<file path="config.mk">
export PLATFORM = sky130hd
export DESIGN_NAME = branch_target_buffer
export DESIGN_NICKNAME = d
export VERILOG_FILES = /design/src/rtl/branch_target_buffer.sv
export SDC_FILE = /design/constraint.sdc
export NUM_CORES = 1
export LEC_CHECK = 0
export CORE_MARGIN = 5
export CORE_UTILIZATION = 35
export CTS_BUF_LIST = sky130_fd_sc_hd__clkbuf_16
export CTS_CLUSTER_DIAMETER = 120
export CTS_CLUSTER_SIZE = 8
export DETAILED_ROUTE_END_ITERATION = 10
export GPL_ROUTABILITY_DRIVEN = 0
export SETUP_SLACK_MARGIN = 0.1
export SLEW_MARGIN = 20
export SYNTH_ARGS = -nofsm -noshare
export SYNTH_HDL_FRONTEND = slang
export SYNTH_SLANG_ARGS = --single-unit
</file>
<file path="constraint.sdc">
create_clock -name iCLOCK -period 4.2 [get_ports iCLOCK]
set_clock_uncertainty 0.15 [all_clocks]
set_input_delay 0.63 -clock iCLOCK [delete_from_list [all_inputs] [get_ports iCLOCK]]
set_output_delay 0.63 -clock iCLOCK [all_outputs]
set_load 0.02 [all_outputs]
</file>
<file path="src/rtl/branch_target_buffer.sv">
// branch_target_buffer
//   Direct-mapped branch target buffer with a 2-bit saturating direction counter
//   per entry, sitting beside the fetch stage.
//
//   Ports
//     iCLOCK                  clock, rising edge
//     inRESET                 asynchronous reset, active low
//     iFLUSH                  start an invalidate sweep (single-cycle pulse)
//     oBUSY                   sweep in progress
//     iSEARCH_STB             search request
//     iSEARCH_INST_ADDR       fetched instruction address
//     oSEARCH_VALID           search result valid, one cycle after the request
//     oSEARCH_HIT             entry valid and tag matched
//     oSEARCH_PREDICT_BRANCH  predicted taken (counter msb), 0 on miss
//     oSEARCH_ADDR            predicted target, 0 on miss
//     iJUMP_STB               resolved-branch update strobe
//     iJUMP_VALID             1 = branch taken, 0 = not taken
//     iJUMP_ADDR              resolved target address
//     iJUMP_INST_ADDR         address of the resolved branch instruction
module branch_target_buffer #(
  parameter int unsigned P_INDEX_W  = 4,
  parameter logic [1:0]  P_INIT_CNT = 2'b10
) (
  input  logic        iCLOCK,
  input  logic        inRESET,
  input  logic        iFLUSH,
  output logic        oBUSY,
  input  logic        iSEARCH_STB,
  input  logic [31:0] iSEARCH_INST_ADDR,
  output logic        oSEARCH_VALID,
  output logic        oSEARCH_HIT,
  output logic        oSEARCH_PREDICT_BRANCH,
  output logic [31:0] oSEARCH_ADDR,
  input  logic        iJUMP_STB,
  input  logic        iJUMP_VALID,
  input  logic [31:0] iJUMP_ADDR,
  input  logic [31:0] iJUMP_INST_ADDR
);

  localparam int unsigned Entries = 1 << P_INDEX_W;
  localparam int unsigned TagW    = 30 - P_INDEX_W;
  localparam logic [P_INDEX_W-1:0] LastIdx = '1;

  typedef enum logic [0:0] {StIdle, StFlush} stateT;

  stateT                stateQ, stateD;
  logic [P_INDEX_W-1:0] flushIdxQ, flushIdxD;

  // Entry storage
  logic            validQ  [Entries];
  logic            validD  [Entries];
  logic [TagW-1:0] tagQ    [Entries];
  logic [TagW-1:0] tagD    [Entries];
  logic [31:0]     targetQ [Entries];
  logic [31:0]     targetD [Entries];
  logic [1:0]      cntQ    [Entries];
  logic [1:0]      cntD    [Entries];

  // Registered search result
  logic        searchValidQ, searchHitQ, searchPredQ;
  logic [31:0] searchAddrQ;
  logic        searchHitD, searchPredD;
  logic [31:0] searchAddrD;

  // Address split
  logic [P_INDEX_W-1:0] searchIdx, jumpIdx;
  logic [TagW-1:0]      searchTag, jumpTag;

  assign searchIdx = iSEARCH_INST_ADDR[P_INDEX_W+1:2];
  assign searchTag = iSEARCH_INST_ADDR[31:P_INDEX_W+2];
  assign jumpIdx   = iJUMP_INST_ADDR[P_INDEX_W+1:2];
  assign jumpTag   = iJUMP_INST_ADDR[31:P_INDEX_W+2];

  logic isIdle;
  logic updateEn;
  logic jumpHit;
  logic searchMatch;

  assign isIdle   = (stateQ == StIdle);
  // A flush request in the same cycle takes priority and drops the update.
  assign updateEn = isIdle && iJUMP_STB && !iFLUSH;
  assign jumpHit  = validQ[jumpIdx] && (tagQ[jumpIdx] == jumpTag);

  // Lookup reads the current (pre-update) contents, giving read-before-write on a
  // same-cycle search/update collision. Results are forced to miss while sweeping.
  assign searchMatch = isIdle && validQ[searchIdx] && (tagQ[searchIdx] == searchTag);

  always_comb begin
    searchHitD  = 1'b0;
    searchPredD = 1'b0;
    searchAddrD = 32'h0;
    if (iSEARCH_STB && searchMatch) begin
      searchHitD  = 1'b1;
      searchPredD = cntQ[searchIdx][1];
      searchAddrD = targetQ[searchIdx];
    end
  end

  // Sweep FSM
  always_comb begin
    stateD    = stateQ;
    flushIdxD = flushIdxQ;
    unique case (stateQ)
      StIdle: begin
        if (iFLUSH) begin
          stateD    = StFlush;
          flushIdxD = '0;
        end
      end
      StFlush: begin
        if (iFLUSH) begin
          flushIdxD = '0;
        end else begin
          // Index wraps to 0 on the same edge that returns to idle.
          flushIdxD = flushIdxQ + 1'b1;
          if (flushIdxQ == LastIdx) begin
            stateD = StIdle;
          end
        end
      end
      default: begin
        stateD    = StIdle;
        flushIdxD = '0;
      end
    endcase
  end

  // Entry next-state: either one sweep clear or one training update per cycle.
  always_comb begin
    validD  = validQ;
    tagD    = tagQ;
    targetD = targetQ;
    cntD    = cntQ;
    if (stateQ == StFlush) begin
      validD[flushIdxQ] = 1'b0;
    end else if (updateEn) begin
      if (jumpHit) begin
        if (iJUMP_VALID) begin
          cntD[jumpIdx]    = (cntQ[jumpIdx] == 2'b11) ? 2'b11 : cntQ[jumpIdx] + 2'd1;
          targetD[jumpIdx] = iJUMP_ADDR;
        end else begin
          cntD[jumpIdx] = (cntQ[jumpIdx] == 2'b00) ? 2'b00 : cntQ[jumpIdx] - 2'd1;
        end
      end else if (iJUMP_VALID) begin
        validD[jumpIdx]  = 1'b1;
        tagD[jumpIdx]    = jumpTag;
        targetD[jumpIdx] = iJUMP_ADDR;
        cntD[jumpIdx]    = P_INIT_CNT;
      end
    end
  end

  always_ff @(posedge iCLOCK or negedge inRESET) begin
    if (!inRESET) begin
      stateQ       <= StIdle;
      flushIdxQ    <= '0;
      searchValidQ <= 1'b0;
      searchHitQ   <= 1'b0;
      searchPredQ  <= 1'b0;
      searchAddrQ  <= 32'h0;
      for (int i = 0; i < int'(Entries); i++) begin
        validQ[i]  <= 1'b0;
        tagQ[i]    <= '0;
        targetQ[i] <= 32'h0;
        cntQ[i]    <= 2'b00;
      end
    end else begin
      stateQ       <= stateD;
      flushIdxQ    <= flushIdxD;
      searchValidQ <= iSEARCH_STB;
      searchHitQ   <= searchHitD;
      searchPredQ  <= searchPredD;
      searchAddrQ  <= searchAddrD;
      for (int i = 0; i < int'(Entries); i++) begin
        validQ[i]  <= validD[i];
        tagQ[i]    <= tagD[i];
        targetQ[i] <= targetD[i];
        cntQ[i]    <= cntD[i];
      end
    end
  end

  assign oBUSY                  = (stateQ == StFlush);
  assign oSEARCH_VALID          = searchValidQ;
  assign oSEARCH_HIT            = searchHitQ;
  assign oSEARCH_PREDICT_BRANCH = searchPredQ;
  assign oSEARCH_ADDR           = searchAddrQ;

endmodule

</file>
### Yosys cells after proc, flatten, opt, wreduce, memory -nomap -nowiden

Index checks and enable logic that the tools add are counted.

| cells by class | value |
|---|---|
| muxes and demuxes | 54 |
| bitwise operators | 11 |
| $add $sub $neg | 3 |
| order comparisons | 5 |
| equality and inequality tests | 6 |
| reduce and logical (&&, ||, !) cells | 17 |

Operators by type and width:

| operator | count |
|---|---|
| $bwmux 512 | 1 |
| $bwmux 416 | 1 |
| $mux 32 | 7 |
| $bmux 26 s4 | 2 |
| $mux 26 | 5 |
| $bmux 32 s4 | 1 |
| $demux 32 s4 | 1 |
| $demux 26 s4 | 1 |
| $bwmux 32 | 2 |
| $mux 16 | 4 |
| $eq 26x26->1 | 2 |
| $and 16x16->16 | 2 |
| $not 16->16 | 2 |
| $or 16x16->16 | 2 |
| $bmux 2 s4 | 2 |
| $ge 5x5->1 const B | 3 |
| $not 4->5 | 3 |
| $mux 2 | 7 |
| $mux 1 | 11 |
| $lt 5x1->1 const B | 2 |
| $reduce_and 3->1 | 3 |
| $bmux 1 s4 | 2 |
| $demux 1 s4 | 2 |
| $demux 2 s4 | 1 |
| other kinds (15) | 27 |

| word-level totals | value |
|---|---|
| logic and storage cells | 166 |
| bits of input ports | 102 |
| register bits | 1,016 |

### Longest topological paths before layout

Gate-level depths: netlist (run 1).

| depth | value |
|---|---|
| depth in word-level cells | 10 |
| mapped depth | 17 |
| gate-level depth less buffers | 9 |

### Worst setup path after synthesis (run 1)

OpenSTA, ideal clock, no wires.

| path | value |
|---|---|
| kind | input -> register |
| from | input port iJUMP_INST_ADDR[2] |
| to | register tagQ[343] (netlist bit) |
| setup time | 125 ps |
| data required time | 3,925 ps |
| path buffers | 7 |
| stages | 15 |
| slack | 8 ps |
| arrival | 3,917 ps |
| cells stage by stage | buf_4 -> buf_2 -> buf_2 -> buf_2 -> nor2_1 -> a221oi_1 -> mux2i_1 -> nand3_1 -> or3_1 -> nor4_1 -> buf_2 -> nand2b_1 -> buf_4 -> buf_2 -> mux2_2 |

| on the way | value |
|---|---|
| cells in the longest elaborated chain, start to end | 8 |
| elaborated cells on any way between the ends | 17 |
| classes of those cells | order compare: 2; eq/ne: 1; mux: 9; bitwise: 2; reduce/logical: 3 |

RTL lines:

| element | line | RTL |
|---|---|---|
| start: declaration | 37 | `input logic [31:0] iJUMP_INST_ADDR` |
| $not 4->5 (implied by the code) (*) | 82, 146 |  |
| $bmux 26 s4 | 82 | `assign jumpHit = validQ[jumpIdx] && (tagQ[jumpIdx] == jumpTag);` |
| $mux 26 (implied by the code) (2 in a row) | 82 |  |
| $eq 26x26->1 | 82 |  |
| $logic_and 1x1->1 | 82 |  |
| $not 1->1 (no source line) | -- |  |
| $reduce_and 4->1 (no source line) | -- |  |
| end signal: indexed assignment | 176 | `tagQ[i] <= tagD[i];` |
| end: declaration | 52 | `logic [TagW-1:0] tagQ [Entries];` |

Mark *: on every way between the ends. The rest lies on a longest branch, timed or not. The select of a mux whose other input is x is not followed.
A chain may end at the register's enable or synchronous reset.

### Final worst setup path (run 1)

| path | value |
|---|---|
| from | register tagQ[27] (netlist bit) |
| to | register cntQ[18] (netlist bit) |

| on the way | value |
|---|---|
| cells in the longest elaborated chain, start to end | 7 |
| elaborated cells on any way between the ends | 8 |
| classes of those cells | eq/ne: 1; mux: 4; reduce/logical: 3 |

RTL lines:

| element | line | RTL |
|---|---|---|
| $bmux 26 s4 (*) | 82 |  |
| $mux 26 (implied by the code) (*) (2 in a row) | 82 |  |
| $eq 26x26->1 (*) | 82 |  |
| $logic_and 1x1->1 (*) | 82 |  |
| $reduce_bool 2->1 (no source line) | -- |  |
| $reduce_and 3->1 (no source line) | -- |  |
| end signal: indexed assignment | 178 | `cntQ[i] <= cntD[i];` |
| end: declaration | 56 | `logic [1:0] cntQ [Entries];` |

Marks and branches as above.

==> results of run 1 <==
-- critical path, stage by stage (launching register included) --
cell      delay (ns)
dfrtp_1         0.39
mux4_2          0.48
mux2i_2         0.25
buf_4           0.16
o32ai_1         0.09
or4b_1          0.49
o21ai_0         0.19
or4b_1          0.53
buf_4           0.19
or2_2           0.32
buf_12          0.16
o311ai_0        0.37
o21ai_0         0.16
-- path summary, 6_finish.rpt --
path | end | from | slack (ns) | cells past startpoint
min | targetQ[434] | inRESET | 0.24 | 2
min in group iCLOCK | targetQ[12] | targetQ[12] | 0.32 | 2
max in group asynchronous | tagQ[202] | inRESET | 2.29 | 3
min reg2reg | targetQ[12] | targetQ[12] | 0.32 | 2
max | cntQ[18] | tagQ[27] | 0.09 | 12
max reg2reg | cntQ[18] | tagQ[27] | 0.09 | 12
-- registers in the layout (all words and copies together), names as in the netlist --
name and cells:
targetQ 512, oSEARCH_PREDICT_BRANCH 1, cntQ 32, tagQ 416
flushIdxQ 4, validQ 16, oSEARCH_ADDR 32, oSEARCH_VALID 1
oBUSY 1, oSEARCH_HIT 1
-- timing repair --
item,in CTS,in global routing
gates resized for setup,0,2
setup endpoints to repair,0,5
hold buffers,1,0
hold endpoints to repair,39,0
-- power breakdown --
part	switching (mW)	internal, mW	total (mW)
logic	0.889	0.606	1.49
clock network	4.43	6.20	10.6
registers	0.0617	9.90	9.96
total	5.38	16.7	22.1
-- final cells by class --
cell class | count | share of cell area (%)
Inverter | 12 | 0.0756
Tap cell | 1890 | 3.97
Multi-Input combinational cell | 2044 | 39.1
Timing Repair Buffer | 435 | 7.42
Sequential cell | 1016 | 42.7
Antenna cell | 12 | 0.0504
Clock buffer | 146 | 6.13
Clock inverter | 19 | 0.582
-- kinds of logic (layout without fill, tap and decap cells) --
logic type,Yosys count,after routing
AND/OR/NAND/NOR,453,453
other,0,12
AO/OA/AOI/OAI,188,188
XOR/XNOR,45,45
adder cells (fa/ha/maj),6,6
flip-flops,1016,1016
buffers and inverters,321,612
multiplexers,1352,1352
-- placed cells by master, fill, tap and decap left out, drive strengths merged, types with 20 or more instances in the layout --
cell type | Yosys | layout
a22oi | 26 | 26
dfrtp | 1016 | 1016
o21ai | 47 | 47
clkbuf | 197 | 147
a21oi | 21 | 21
nor2b | 41 | 41
mux2 | 880 | 880
nand2 | 249 | 249
clkdlybuf4s50 | 0 | 124
nand4 | 20 | 20
mux4 | 372 | 372
mux2i | 100 | 100
nor2 | 64 | 64
xnor2 | 28 | 28
buf | 112 | 309
-- per-layer routing --
metal,vias to the layer above,global-route usage [%]
li1,13200,-
met1,16700,27.3
met2,903,30.0
met3,264,4.41
met4,4,6.69
met5,-,0
==> metrics.yaml, run 1 <==
detailed_routing:
  vias: 31100
  drt-total-wl_mm: 147
  wl_per_cell_um: 26.5
  ant_nets: 1
  met3RoutedLength_mm: 8.77
  dr_wl_met2_mm: 68.4
  remaining_drc_errors: 0
  top_layer_used: "met5"
  drt_iter0_drc: 2213
  firstDrtPassIters: 5
  vias_per_cell: 5.58
  drt-met1-wl_mm: 65.6
floorplan:
  die_w_um: 388
  design.portCount: 138
  core_area_sq_mm: 0.142
  dieArea_sq_mm: 0.151
  fp.dieH_um: 388
  rows: 138
  start_util_pct: 35.3
synth:
  syn_area_sq_mm: 0.0500
  syn_inst: 3381
  synth_adder_area_share_pct: 0.140
  ys_async_sr_fraction_pct: 100
  synth_nets: 3487
  syn_avg_cell_area_sq_um: 14.8
  synth_xor_xnor_area_share_pct: 0.788
  synth_edf_count: 0
  ys_top_cells_by_count: "dfrtp_1 (1016), mux2_2 (873), mux4_2 (371), nand2_1 (249), clkbuf_1 (196)"
  synth_top_family_by_area: "multiplexers"
  synth-main-ff-cell: "dfrtp_1"
  yosys-top-cells-area: "dfrtp_1 (51%), mux2_2 (20%), mux4_2 (17%)"
  synth_cell_types: 69
  synth.most_common_cell: "dfrtp_1"
  synth_mux_area_share_pct: 38.6
  yosysWarnings: 0
  synth_top_area_share_pct: 50.8
  ys_seq_elements: 1016
  synth_compound_area_share_pct: 2.61
  yosys.area_share.simple_pct: 4.25
  yosysSeqAreaShare_pct: 50.8
  yosysTopAreaCell: "dfrtp_1"
layout:
  drive_gt1_share_pct: 48.0
  areaGrowthSynthToFinish_pct: 19.1
  finalNetCount: 3761
  multiInputGateArea_sq_mm: 0.0233
  fillers: 12900
  fin_util_pct: 42.0
  seq_area_sq_mm: 0.0254
  fin_area_sq_mm: 0.0596
  instances_no_fill: 5574
status:
  violations: "antenna violations"
  outcome: "finished, violations left"
global_routing:
  antenna_found_initial: 12
  grt_pass1_wl_mm: 221
  grt_pass1_vias: 33000
  grt_use_total_pct: 19.5
  grt_max_degree: 154
  grt-ovfl-total: 0
min_path:
  hold_class: "in2async"
clock_network:
  cts_tree: "done"
  cts-buffers-inserted: 146
  clk_pin_slew_ns: 0.05
  root_buffer: "clkbuf_16"
  clockBufferDepth: 3
  postCtsSetupRepairBufs: 0
  insertion_delay_ns: 0.76
  cts.sinks: 1016
  ctsHtreeMaxLevel: 4
timing:
  timing.fmax_mhz: 243
  min_period_ns: 4.11
  setup_tns_ns: 0
  timing.final.ws_setup_ns: 0.0919
  slew_headroom_pct: 34.6
  hold_ws_ns: 0.240
  finalSetupViolCount: 0
  rsz0062_at_grt: "no"
  fin_crit_sh_pct: 97.8
  worstMarginPinSlew_ns: 0.981
  hold_violations: 0
  slew_viol_final: 0
place:
  place_area_sq_mm: 0.0555
  portBuffers: 133
  dp.cells: 5396
  dpl.hpwl_mm: 90.4
  pre_cts_ws_ns: -0.285
critical_path:
  arrival_ns: 4.56
  required_ns: 4.65
  path_class: "reg2reg"
  end_kind: "register"
  cp-start-kind: "register"
  crit_fanout: 15
pwr:
  power_mw: 22.1
  leakagePower_nw: 27.8
  powerDensity_mw_per_mm2: 371
  peakVddDrop_v: 0.000328
flow_run:
  maxCapViolations: 0
(Power assumes the default switching activity.)
==> run 2, diff against run 1 <==
CELL_PAD_IN_SITES_DETAIL_PLACEMENT = 1   (was not set)
CELL_PAD_IN_SITES_GLOBAL_PLACEMENT = 1   (was not set)
PLACE_DENSITY_LB_ADDON = 0.1   (was not set)
SKIP_LAST_GASP = 1   (was not set)
==> run 2 against run 1 <==
  * The flow now finishes without violations
  * Power grew 0.31%
  * Combinational power grew 5%
  * Register-to-register slack gained 0.11 ns
  * First-iteration DRC count shrank 32%
  * Non-clock buffer count grew 27
  * Cell count grew 0.25%
  * Fmax grew 2.7%
  * Final area grew 0.43%
  * Sequential share of layout area shrank 0.18 points
  * Worst hold slack gained 0.021 ns
  * Sequential power is essentially flat
  * Core utilization grew 0.18 points
  * Largest cell class unchanged
  * Largest power group unchanged
==> metrics.yaml, run 2 (synthesis results as in run 1) <==
timing:
  setup_tns_ns: 0  # unchanged
  worstMarginPinSlew_ns: 1.13  # +0.147 ns
  slew_viol_final: 0  # unchanged
  timing.final.ws_setup_ns: 0.200  # +0.108 ns
  hold_violations: 0  # unchanged
  finalSetupViolCount: 0  # unchanged
  slew_headroom_pct: 24.8  # -9.8 points
  min_period_ns: 4.00  # -0.108 ns
  rsz0062_at_grt: "yes"
  fin_crit_sh_pct: 95.2  # -2.6 points
  timing.fmax_mhz: 250  # +2.7%
  hold_ws_ns: 0.261  # +0.0209 ns
clock_network:
  clockBufferDepth: 3  # unchanged
  cts.sinks: 1016  # unchanged
  ctsHtreeMaxLevel: 4  # unchanged
  root_buffer: "clkbuf_16"
  insertion_delay_ns: 0.79  # +0.03 ns
  cts-buffers-inserted: 144  # -1.4%
  clk_pin_slew_ns: 0.05  # about the same
  cts_tree: "done"
layout:
  mostFrequentLayoutCells: "dfrtp_1 (1016), mux2_2 (873), mux4_2 (371), buf_4 (257), nand2_1 (237)"
  largestRegisters: "targetQ x512, tagQ x416"
  largest_reg_flops: 512  # unchanged
  layout_commonest_cell: "dfrtp_1"
  areaGrowthSynthToFinish_pct: 19.6
  instances_no_fill: 5588  # +0.25%
  finalNetCount: 3786  # +0.66%
  drive_gt1_share_pct: 48.3  # +0.32 points
  largest_register: "targetQ"
  fillers: 14000  # +8.2%
  fin_util_pct: 42.2  # +0.18 points
  fin_area_sq_mm: 0.0598  # +0.43%
detailed_routing:
  wl_per_cell_um: 30.4  # +15%
  drt-met1-wl_mm: 72.9  # +11%
  vias_per_cell: 5.67  # +1.7%
  drt-total-wl_mm: 170  # +15%
  met3RoutedLength_mm: 7.07  # -19%
  remaining_drc_errors: 0  # unchanged
  top_layer_used: "met5"
  vias: 31700  # +2.0%
  firstDrtPassIters: 5  # unchanged
  ant_nets: 0  # -1
  drt_iter0_drc: 1495  # -32%
  dr_wl_met2_mm: 84.6  # +24%
critical_path:
  arrival_ns: 4.48  # -0.08 ns
  cp-start-kind: "register"
  end_kind: "register"
  required_ns: 4.68  # +0.03 ns
  crit_fanout: 8  # -7
  path_class: "reg2reg"
pwr:
  power_mw: 22.2  # +0.31%
  peakVddDrop_v: 0.000344  # +4.8%
  powerDensity_mw_per_mm2: 370  # -0.12%
  leakagePower_nw: 27.9  # +0.54%
global_routing:
  grt_pass1_wl_mm: 254  # +15%
  grt_max_degree: 133  # -14%
  grt_use_total_pct: 22.6  # +3.2 points
  grt-ovfl-total: 0  # unchanged
  grt_pass1_vias: 36300  # +9.9%
  antenna_found_initial: 13  # +1
flow_run:
  maxCapViolations: 0  # unchanged
floorplan:
  rows: 138  # unchanged
  design.portCount: 138  # unchanged
  core_area_sq_mm: 0.142  # unchanged
  die_w_um: 388  # unchanged
  start_util_pct: 35.3  # unchanged
  fp.dieH_um: 388  # unchanged
  dieArea_sq_mm: 0.151  # unchanged
place:
  dp.cells: 5423  # +0.50%
  portBuffers: 133  # unchanged
  place_area_sq_mm: 0.0558  # +0.55%
  dpl.hpwl_mm: 107  # +18%
  pre_cts_ws_ns: -0.807  # -0.522 ns
status:
  outcome: "completed"
min_path:
  hold_class: "in2reg"
## run 2: worst paths after layout
check                           slack [ns]    startpoint  cells after the start             to
worst max register to register        0.20      tagQ[79]                     12        cntQ[2]
worst min-delay path                  0.26   iSEARCH_STB                      1  oSEARCH_VALID
max in group asynchronous             2.33       inRESET                      3   targetQ[371]
worst min register to register        0.32  targetQ[340]                      2   targetQ[340]
worst max-delay path                  0.20      tagQ[79]                     12        cntQ[2]
min in group asynchronous             0.41       inRESET                      2      tagQ[280]
## run 2: routing by layer
metal	vias up	track usage, %
met3	307	4.11
met2	711	38.2
met1	17500	29.6
met4	12	7.27
li1	13200	-
met5	-	0
## run 2: what timing repair did
action	4_1_cts	5_1_grt
cloned	0	0
hold buffers	1	0
hold endpoints to repair	44	0
endpoints found under the setup margin	2	1
setup buffers	0	0
gates resized for setup	2	1
## run 2: final cells by class
| cell class | instances | area [sq um] | share of cell area (%) |
|---|---|---|---|
| inverters | 12 | 45.0 | 0.0753 |
| repair buffers | 462 | 4730 | 7.90 |
| flip-flops and latches | 1016 | 25400 | 42.5 |
| diodes | 5 | 12.5 | 0.0209 |
| well taps | 1890 | 2360 | 3.95 |
| multi-input cells | 2044 | 23300 | 38.9 |
| clock inverters | 14 | 342 | 0.571 |
| clock buffers | 145 | 3630 | 6.06 |
## run 2: critical path, cell delays in order, from the launching register on
cell,delay (ns)
dfrtp_1,0.40
mux4_2,0.47
mux2i_1,0.24
buf_4,0.17
o32ai_1,0.07
or4b_1,0.47
o21ai_0,0.10
buf_4,0.16
or4b_4,0.54
or2_2,0.36
buf_4,0.18
o311ai_0,0.43
o21ai_1,0.12
## run 2: power breakdown
part | internal, mW | total [mW] | switching [mW]
logic | 0.623 | 1.56 | 0.937
registers | 9.90 | 9.96 | 0.0642
clock network | 6.16 | 10.6 | 4.47
total | 16.7 | 22.2 | 5.47
==> run 3, diff against run 2 <==
CORE_MARGIN = 4   (was 5)
CTS_BUF_LIST = not set   (was sky130_fd_sc_hd__clkbuf_16)
==> run 3 against run 2 <==
  * Power down 0.28%
  * Worst hold slack better by 0.017 ns
  * Flip-flop and latch count unchanged
  * Sequential share of layout area up 0.075 points
  * Final area down 0.18%
  * Sequential power about the same
  * Global-route usage up 0.39 points
  * Clock-buffer cell count up 2
  * Setup slack worse by 0.052 ns
  * Critical path depth up 1
  * Via count down 0.38%
  * Critical path type is now in2reg
  * Critical endpoint is now tagQ[373]
==> metrics.yaml, run 3 (synthesis results as in run 1) <==
critical_path:
  cp-startpoint: "iJUMP_INST_ADDR[2]"
  path_class: "in2reg"
  end_kind: "register"
  r2r_cells: 11  # -1
  cp-start-kind: "input pin"
  reg2reg_to: "tagQ[373]"
  crit_fanout: 20  # +12
  arrival_ns: 4.52  # +0.04 ns
  required_ns: 4.67  # about the same
  reg2reg_from: "tagQ[13]"
  r2r_slack_ns: 0.19  # about the same
min_path:
  hp-start: "iSEARCH_STB"
  min_path_cells: 1  # unchanged
  hold_class: "in2reg"
  whs_endpoint: "oSEARCH_VALID"
timing:
  min_period_ns: 4.05  # +0.0518 ns
  slew_headroom_pct: 38.2  # +13 points
  hold_ws_ns: 0.278  # +0.0174 ns
  setup_tns_ns: 0  # unchanged
  slew_viol_final: 0  # unchanged
  timing.fmax_mhz: 247  # -1.3%
  fin_crit_sh_pct: 96.5  # +1.2 points
  finalSetupViolCount: 0  # unchanged
  worstMarginPinSlew_ns: 0.927  # -0.201 ns
  hold_violations: 0  # unchanged
  rsz0062_at_grt: "no"
detailed_routing:
  drt-total-wl_mm: 169  # -0.23%
  wl_per_cell_um: 30.4  # about the same
  firstDrtPassIters: 5  # unchanged
  drt_iter0_drc: 1617  # +8.2%
  vias: 31600  # -0.38%
  ant_nets: 0  # unchanged
  vias_per_cell: 5.67  # about the same
  remaining_drc_errors: 0  # unchanged
clock_network:
  clk_pin_slew_ns: 0.05  # about the same
  cts_tree: "done"
  clockBufferDepth: 3  # unchanged
  insertion_delay_ns: 0.77  # -0.02 ns
  cts.sinks: 1016  # unchanged
  root_buffer: "clkbuf_16"
  cts-buffers-inserted: 144  # unchanged
  ctsHtreeMaxLevel: 4  # unchanged
pwr:
  power_mw: 22.1  # -0.28%
  leakagePower_nw: 27.9  # -0.19%
  peakVddDrop_v: 0.000287  # -16%
  powerDensity_mw_per_mm2: 370  # -0.11%
floorplan:
  design.portCount: 138  # unchanged
  dieArea_sq_mm: 0.149  # -1.0%
  fp.dieH_um: 386  # -0.52%
  core_area_sq_mm: 0.142  # unchanged
  rows: 138  # unchanged
  die_w_um: 386  # -0.52%
  start_util_pct: 35.3  # unchanged
layout:
  multiInputGateArea_sq_mm: 0.0233  # about the same
  mostFrequentLayoutCells: "dfrtp_1 (1016), mux2_2 (873), mux4_2 (371), buf_4 (240), nand2_1 (237)"
  largest_register: "targetQ"
  drive_gt1_share_pct: 48.2  # -0.17 points
  areaGrowthSynthToFinish_pct: 19.4
  finalNetCount: 3772  # -0.37%
  fillers: 13900  # -0.35%
  largest_reg_flops: 512  # unchanged
  layout_commonest_cell: "dfrtp_1"
  seq_area_sq_mm: 0.0254  # unchanged
  largestRegisters: "targetQ x512, tagQ x416"
status:
  outcome: "completed"
global_routing:
  grt_pass1_vias: 36100  # -0.56%
  grt-ovfl-total: 0  # unchanged
  grt_max_degree: 116  # -13%
  grt_use_total_pct: 23.0  # +0.39 points
  antenna_found_initial: 9  # -4
  grt_pass1_wl_mm: 251  # -0.97%
flow_run:
  maxCapViolations: 0  # unchanged
place:
  dpl.hpwl_mm: 107  # -0.44%
  portBuffers: 133  # unchanged
run 3: how the worst max path moves through the flow:
stage	endpoint	slack [ns]	depth (start not counted)
after floorplan	cntQ[11]	0.11	15
after global placement	tagQ[368]	-0.78	13
after detailed placement	tagQ[368]	-0.72	13
after CTS	tagQ[373]	0.18	11
after global routing	tagQ[372]	0.13	15
final	tagQ[373]	0.15	13
run 3: stage by stage:
step / util [%] / setup slack [ns] / instance area (sq um) / cells
floorplan: - / 0.111 / 50000 / 3381
global placement: 39.3 / -0.780 / 55800 / 5409
detailed placement: 39.3 / -0.719 / 55800 / 5409
CTS: 42.1 / 0.182 / 59700 / 5569
global route: 42.1 / 0.125 / 59700 / 5569
finish: 42.1 / 0.148 / 59700 / 5572
run 3: area by class of cell:
| class | count | share of cell area [%] |
|---|---|---|
| flip-flops and latches | 1016 | 42.6 |
| multi-input cells | 2044 | 39.0 |
| repair buffers | 448 | 7.80 |
| clock buffers | 147 | 6.16 |
| well taps | 1890 | 3.96 |
| clock inverters | 12 | 0.419 |
| inverters | 12 | 0.0754 |
| diodes | 3 | 0.0126 |
run 3: critical path, stage by stage:
cell and delay (ns):
buf_4 0.25, buf_4 0.24, mux4_2 0.52, mux4_2 0.50, xnor2_2 0.29, buf_4 0.21, nand3_1 0.06, or3_1 0.37
nor4_2 0.38, buf_4 0.23, nand2b_2 0.17, buf_12 0.26, mux2_2 0.38
run 3: timing repair:
item	CTS	global route
setup buffers	0	0
hold buffers	1	0
gates resized for setup	1	1
pin swaps	0	0
gates cloned	0	0
endpoints found under the hold margin	55	0
endpoints found under the setup margin	24	22
run 3: per-layer routing:
metal | up-vias | part of all wire [%] | global-route usage (%)
li1 | 13200 | - | -
met1 | 17400 | 43 | 29.9
met2 | 650 | 50 | 39.5
met3 | 292 | 3.7 | 3.64
met4 | 10 | 2.9 | 7.20
met5 | - | 0.044 | 0
run 3: report_power, final:
part           internal [mW]  total, mW  switching, mW
Combinational          0.611       1.54          0.925
Clock                   6.19       10.6           4.40
Sequential              9.90       9.96         0.0652
